--- config.mk ---
export PLATFORM = sky130hd
export DESIGN_NAME = id_ex_stage
export DESIGN_NICKNAME = d
export VERILOG_FILES = /design/src/rtl/id_ex_stage.sv
export SDC_FILE = /design/constraint.sdc
export NUM_CORES = 1
export LEC_CHECK = 0
export ABC_AREA = 1
export CAP_MARGIN = 15
export CORE_MARGIN = 3
export CORE_UTILIZATION = 40
export DETAILED_ROUTE_END_ITERATION = 7
export PLACE_DENSITY = 0.79
export SLEW_MARGIN = 15
export SYNTH_ARGS = -nofsm -noshare
export SYNTH_HDL_FRONTEND = slang
export SYNTH_SLANG_ARGS = --single-unit
--- constraint.sdc ---
create_clock -name clk -period 2 [get_ports clk]
set_input_delay 0.4 -clock clk [delete_from_list [all_inputs] [get_ports clk]]
set_output_delay 0.4 -clock clk [all_outputs]
set_load 0.01 [all_outputs]
--- src/rtl/id_ex_stage.sv ---
// rtl/id_ex_stage.sv - ID/EX pipeline register with stall, flush, valid bit and immediate formatting
// Optional bubble counter output enabled by defining ID_EX_PERF_EN.
module id_ex_stage #(
  parameter int DATA_W = 32,
  parameter int REG_W  = 5,
  parameter int WB_W   = 2,
  parameter int MEM_W  = 3,
  parameter int EXE_W  = 4
) (
  input  logic                          clk,
  input  logic                          rst,
  input  logic                          stall,
  input  logic                          flush,
  input  logic                          in_valid,
  input  logic [WB_W+MEM_W+EXE_W-1:0]   decoder_in,
  input  logic [DATA_W-1:0]             dataA_in,
  input  logic [DATA_W-1:0]             dataB_in,
  input  logic [31:0]                   instr_in,
  input  logic                          ls,
  input  logic [1:0]                    imm_mode,
  output logic                          out_valid,
  output logic [WB_W-1:0]               WB_out,
  output logic [MEM_W-1:0]              MEM_out,
  output logic [EXE_W-1:0]              EXE_out,
  output logic [REG_W-1:0]              RS_out,
  output logic [REG_W-1:0]              RT_out,
  output logic [REG_W-1:0]              RD_out,
  output logic [DATA_W-1:0]             dataA_out,
  output logic [DATA_W-1:0]             dataB_out,
  output logic [DATA_W-1:0]             imm_out
`ifdef ID_EX_PERF_EN
  ,
  output logic [15:0]                   bubble_cnt
`endif
);

  localparam int CTRL_W = WB_W + MEM_W + EXE_W;

  logic              valid_q, valid_d;
  logic [CTRL_W-1:0] ctrl_q, ctrl_d;
  logic [REG_W-1:0]  rs_q, rs_d;
  logic [REG_W-1:0]  rt_q, rt_d;
  logic [REG_W-1:0]  rd_q, rd_d;
  logic [DATA_W-1:0] data_a_q, data_a_d;
  logic [DATA_W-1:0] data_b_q, data_b_d;
  logic [DATA_W-1:0] imm_q, imm_d;

  logic [15:0]       imm_raw;
  logic [DATA_W-1:0] imm_sext;
  logic [DATA_W-1:0] imm_zext;
  logic [DATA_W-1:0] imm_fmt;

  // Opcode bits never reach EX; upper specifier bits drop when REG_W < 5.
  logic unused_instr_bits;
  assign unused_instr_bits = ^{instr_in[31:26], instr_in[20:16]};

  assign imm_raw  = instr_in[15:0];
  assign imm_sext = {{(DATA_W-16){imm_raw[15]}}, imm_raw};
  assign imm_zext = DATA_W'(imm_raw);

  always_comb begin
    imm_fmt = imm_sext;
    case (imm_mode)
      2'b00: imm_fmt = imm_sext;
      2'b01: imm_fmt = imm_zext;
      2'b10: imm_fmt = imm_zext << 16;
      2'b11: imm_fmt = imm_sext << 2;
      default: imm_fmt = imm_sext;
    endcase
  end

  always_comb begin
    valid_d  = valid_q;
    ctrl_d   = ctrl_q;
    rs_d     = rs_q;
    rt_d     = rt_q;
    rd_d     = rd_q;
    data_a_d = data_a_q;
    data_b_d = data_b_q;
    imm_d    = imm_q;
    if (flush) begin
      valid_d  = 1'b0;
      ctrl_d   = '0;
      rs_d     = '0;
      rt_d     = '0;
      rd_d     = '0;
      data_a_d = '0;
      data_b_d = '0;
      imm_d    = '0;
    end else if (!stall) begin
      valid_d  = in_valid;
      ctrl_d   = in_valid ? decoder_in : '0;
      rs_d     = instr_in[21 +: REG_W];
      rt_d     = instr_in[16 +: REG_W];
      rd_d     = instr_in[11 +: REG_W];
      data_a_d = ls ? DATA_W'(instr_in[25:21]) : dataA_in;
      data_b_d = dataB_in;
      imm_d    = imm_fmt;
    end
  end

  always_ff @(posedge clk) begin
    if (rst) begin
      valid_q  <= 1'b0;
      ctrl_q   <= '0;
      rs_q     <= '0;
      rt_q     <= '0;
      rd_q     <= '0;
      data_a_q <= '0;
      data_b_q <= '0;
      imm_q    <= '0;
    end else begin
      valid_q  <= valid_d;
      ctrl_q   <= ctrl_d;
      rs_q     <= rs_d;
      rt_q     <= rt_d;
      rd_q     <= rd_d;
      data_a_q <= data_a_d;
      data_b_q <= data_b_d;
      imm_q    <= imm_d;
    end
  end

  assign out_valid = valid_q;
  assign WB_out    = ctrl_q[CTRL_W-1 -: WB_W];
  assign MEM_out   = ctrl_q[EXE_W +: MEM_W];
  assign EXE_out   = ctrl_q[EXE_W-1:0];
  assign RS_out    = rs_q;
  assign RT_out    = rt_q;
  assign RD_out    = rd_q;
  assign dataA_out = data_a_q;
  assign dataB_out = data_b_q;
  assign imm_out   = imm_q;

`ifdef ID_EX_PERF_EN
  logic [15:0] bubble_cnt_q, bubble_cnt_d;
  logic        bubble_in;

  // A bubble enters EX on a flush or on a load of an empty decode slot.
  assign bubble_in = flush || (!stall && !in_valid);

  always_comb begin
    bubble_cnt_d = bubble_cnt_q;
    if (bubble_in && (bubble_cnt_q != 16'hFFFF))
      bubble_cnt_d = bubble_cnt_q + 16'd1;
  end

  always_ff @(posedge clk) begin
    if (rst)
      bubble_cnt_q <= '0;
    else
      bubble_cnt_q <= bubble_cnt_d;
  end

  assign bubble_cnt = bubble_cnt_q;
`endif

endmodule

==> impl_metrics.tcl, run 1 <==
set metrics [dict create \
    clkTransAtPathRegs_ns 0.05 \
    synth.avg_cell_area_um2 7.39 \
    slew_headroom 0.602 \
    crit_buf_inv 1 \
    synth_area_leaders "dfxtp_1 51%, nand2_1 19%, a21oi_1 9.4%, nor2_1 4.6%, o21ai_0 2.5%" \
    core-area_um2 11500 \
    synth_cells 639 \
    ys_warn_count 0 \
    hold_viol 0 \
    grt_pass1_wl_mm 23.5 \
    final_common_cell "nand2_1" \
    synth.distinct_cells 21 \
    antenna_found_initial 1 \
    setup_ws_ns 0.203 \
    required_ns 1.60 \
    criticalPathCategory "flip-flop to output pin" \
    syn-num-nets 752 \
    cp_slowest_stage_delay_ns 0.61 \
    fmax_mhz 557 \
    arrival_ns 1.40 \
    post-route-period-util 0.898 \
    die_x_um 115 \
    port_buffers 227 \
    synth.ff_latch_count 121 \
    worstSetupStartpointType "flip-flop" \
    grt-ovfl-total 0 \
    slowest_stage "clkdlybuf4s50_1" \
    p_leak_nw 3.01 \
    rsz0062_at_grt "false" \
    grt.total_usage 0.227 \
    grt_pass1_vias 4747 \
    drv_slew 0 \
    die_y_um 115 \
    num_vias 4858 \
    cts_tree "done" \
    holdWs_ns 0.411 \
    ys_seq_area_frac 0.513 \
    place.gp.congestion 0.851 \
    status "complete, no violations" \
    drt-total-wl_mm 15.0 \
    wl_per_cell_um 14.9 \
    grt_start_max_net_pins 58 \
    ir_drop_v 0.000549 \
    most-common-layout-cells "245 x nand2_1, 226 x clkdlybuf4s50_1, 121 x dfxtp_1" \
    vias_per_cell 4.82 \
    power_density_nw_per_um2 852 \
    synth_top_area_frac 0.513 \
    maxCapViolCount 0 \
    route.detailed.drc 0 \
    place_worst_setup_slack_ns 0.182 \
    cp_max_fo 2 \
    path_cells "clkdlybuf4s50_1" \
    yosys.area.top_type "dfxtp_1" \
    critPathCaptureType "output pin" \
    setup_violations 0 \
    ctsResizeCount 0 \
    cts_hold_buffers 0 \
    skew_ns 0 \
    finalCriticalPeriod_ns 1.80 \
    num_io_pins 234 \
    post-cts-setup-buffers 0 \
    area_growth_pct 62.0 \
    hold_path.class "primary input to flip-flop" \
    clock_sinks 121 \
    crit_family "buffers and inverters" \
    num_rows 39 \
    dieArea_um2 13100 \
    cts_buffers 17 \
    drt-pass1-iter-count 6 \
    setup_tns_ns 0 \
    drive_gt1_frac 0.0694 \
    root_buffer "clkbuf_16" \
    htree_levels 4 \
    clk_latency_ns 0.41 \
    start_util 0.412 \
    netlist_area_um2 4720 \
    fin_area_um2 7650 \
    nNetsFinal 965 \
    postPlaceCellArea_um2 7020 \
    ctsLongestPathBuffers 2 \
    hpwlAfterDp_mm 10.8 \
    drt_iter0_markers 298 \
    reg2reg_slack_ns 1.26 \
    worst_pin_slew_ns 0.597 \
    antenna_left 0 \
    diodes 0 \
]
-- synth_stat cells (all sizes together) --
cell / count
nand2: 247
dfxtp: 121
a21oi: 99
nor2: 61
buf: 33
inv: 24
o21ai: 24
nand3: 18
clkbuf: 11
a31oi: 1
-- where the power goes --
group	switching (mW)	internal, mW
Combinational	0.357	0.398
Sequential	0.0378	2.49
Clock	1.03	2.21
-- through the flow --
stage / instances / utilization / total power [mW]
2_1_floorplan: 639 / - / 2.90
3_3_place_gp: 976 / 0.612 / 3.31
3_5_place_dp: 976 / 0.612 / 3.33
4_1_cts: 1008 / 0.667 / 6.58
5_1_grt: 1008 / 0.667 / 6.77
6_report: 1008 / 0.667 / 6.52
-- sequential cells by signal, indices dropped and copies added, names as in the netlist --
register   cells
dataA_out     32
dataB_out     32
imm_out       32
ctrl_q         9
RD_out         5
RS_out         5
RT_out         5
out_valid      1
-- layout make-up --
cell class                 count  area (um^2)
clock buffer                  24          492
clock inverter                 8          140
fill                         948         3820
inverter                      24         93.8
multi-input combinational    450         1950
sequential                   121         2420
tap                          143          179
timing repair buffer         238         2380
-- routing by layer --
metal	track usage	up-vias	wire (um)
li1	-	2440	-
met1	0.261	2203	6080
met2	0.376	181	7260
met3	0.0772	32	1210
met4	0.111	2	447
met5	0	-	13
-- kinds of logic after synthesis --
logic type             share of synthesized area
AOI/OAI and AO/OA                          0.140
buffers and inverters                     0.0750
DFF                                        0.513
and+or+nand+nor                            0.272
-- final timing paths --
| path | depth (start not counted) | start | end |
|---|---|---|---|
| max | 1 | dataA_out[31] | dataA_out[31] |
| min | 3 | stall | dataB_out[22] |
| max reg2reg | 2 | dataB_out[11] | dataB_out[11] |
| min reg2reg | 2 | dataA_out[9] | dataA_out[9] |
Note: power is estimated with default switching activity, not from simulation.
==> run 2: changes to the inputs <==
CTS_BUF_LIST = sky130_fd_sc_hd__clkbuf_16   (was unset)
==> run 2 against run 1 <==
Against the previous run:
- die area is the same
- critical path type unchanged
- largest power group unchanged
- combinational power is essentially flat
- critical endpoint unchanged
- global-route usage shrank 0.089 points
==> impl_metrics.tcl, run 2 (synthesis gave the netlist of run 1 again) <==
set metrics [dict create \
    ir_drop_v 0.000534 \
    grt-ovfl-total 0 \
    hold_path.class "primary input to flip-flop" \
    clock_sinks 121 \
    path_cells "clkdlybuf4s50_1" \
    reg2reg_to "dataB_out[11]" \
    final_core_util 0.664 \
    num_vias 4879 \
    nNetsFinal 965 \
    vias_per_cell 4.84 \
    setup_violations 0 \
    clk_latency_ns 0.41 \
    rsz0062_at_grt "false" \
    antenna_found_initial 1 \
    route.detailed.drc 0 \
    die_y_um 115 \
    criticalPathCategory "flip-flop to output pin" \
    critPathCaptureType "output pin" \
    drt-pass1-iter-count 4 \
    grt_start_max_net_pins 58 \
    rr_startpoint "dataB_out[11]" \
    place.gp.congestion 0.851 \
    status "complete, no violations" \
    num_rows 39 \
    start_util 0.412 \
    min_from "stall" \
    setup_tns_ns 0 \
    port_buffers 227 \
    p_leak_nw 3.00 \
    num_io_pins 234 \
    worstSetupStartpointType "flip-flop" \
    min_to "dataB_out[22]" \
    cts_buffers 17 \
    fmax_mhz 561 \
    diodes 0 \
    holdWs_ns 0.414 \
    crit_family "buffers and inverters" \
    ff2ff_path_depth 2 \
    cp_max_fo 2 \
    required_ns 1.60 \
    drt_iter0_markers 313 \
    grt.total_usage 0.226 \
    slowest_stage "clkdlybuf4s50_1" \
    dieArea_um2 13100 \
    cts_tree "done" \
    cp_slowest_stage_delay_ns 0.61 \
    hpwlAfterDp_mm 10.8 \
    grt_pass1_wl_mm 23.3 \
    wl_per_cell_um 14.7 \
    grt_pass1_vias 4752 \
    final_common_cell "nand2_1" \
    holdPathStages 3 \
    slew_headroom 0.605 \
    cts_hold_buffers 0 \
    arrival_ns 1.38 \
    ctsLongestPathBuffers 2 \
    drv_slew 0 \
    post-route-period-util 0.892 \
    clkTransAtPathRegs_ns 0.05 \
    area_growth_pct 61.2 \
    reg2reg_slack_ns 1.28 \
    core-area_um2 11500 \
    crit_buf_inv 1 \
    hold_viol 0 \
    worst_pin_slew_ns 0.593 \
    root_buffer "clkbuf_16" \
    power_density_nw_per_um2 832 \
    most-common-layout-cells "245 x nand2_1, 226 x clkdlybuf4s50_1, 121 x dfxtp_1" \
    fillers 953 \
    die_x_um 115 \
    ctsResizeCount 0 \
    skew_ns 0 \
    finalCriticalPeriod_ns 1.78 \
    htree_levels 4 \
    drt-total-wl_mm 14.8 \
    antenna_left 0 \
    maxCapViolCount 0 \
    post-cts-setup-buffers 0 \
    drive_gt1_frac 0.0647 \
]
-- run 2: cell types whose count changed in the layout (fill, tap and decap cells not counted) --
cell      delta
clkbuf_1     -3
clkbuf_8     -4
inv_1        +3
clkinv_1     +4
-- run 2: worst max-delay path by stage --
stage / start / slack [ns] / cells past startpoint / end
floorplan: stall / 0.87 / 6 / dataA_out[1]
global placement: flush / 0.21 / 7 / dataA_out[2]
detailed placement: flush / 0.18 / 7 / dataA_out[1]
CTS: dataA_out[31] / 0.19 / 1 / dataA_out[31]
global route: dataA_out[31] / 0.16 / 1 / dataA_out[31]
finish: dataA_out[31] / 0.22 / 1 / dataA_out[31]
-- run 2: area by class of cell --
class                           instances  area (um^2)  share of cell area
Multi-Input combinational cell        450         1950               0.256
Clock inverter                         15          166              0.0219
Sequential cell                       121         2420               0.318
Tap cell                              143          179              0.0235
Timing Repair Buffer                  238         2380               0.312
Clock buffer                           17          425              0.0559
Inverter                               24         93.8              0.0123
-- run 2: per-stage QoR --
step / cell area, um^2 / setup WS (ns) / cells / power, mW
2_1_floorplan: 4720 / 0.872 / 639 / 2.90
3_3_place_gp: 7020 / 0.213 / 976 / 3.31
3_5_place_dp: 7020 / 0.182 / 976 / 3.33
4_1_cts: 7610 / 0.187 / 1008 / 6.40
5_1_grt: 7610 / 0.165 / 1008 / 6.60
6_report: 7610 / 0.217 / 1008 / 6.33
-- run 2: power by group --
part           total [mW]  switching [mW]  internal (mW)
sequential           2.52          0.0375           2.49
clock                3.05            1.02           2.04
combinational       0.754           0.356          0.398
total                6.33            1.41           4.92
-- run 2: layer usage --
| metal | global-route usage | vias to the layer above | wire, um |
|---|---|---|---|
| met1 | 0.262 | 2213 | 6010 |
| met5 | 0 | - | 13 |
| met3 | 0.0761 | 33 | 1190 |
| met4 | 0.112 | 2 | 451 |
| met2 | 0.371 | 190 | 7160 |
| li1 | - | 2441 | - |
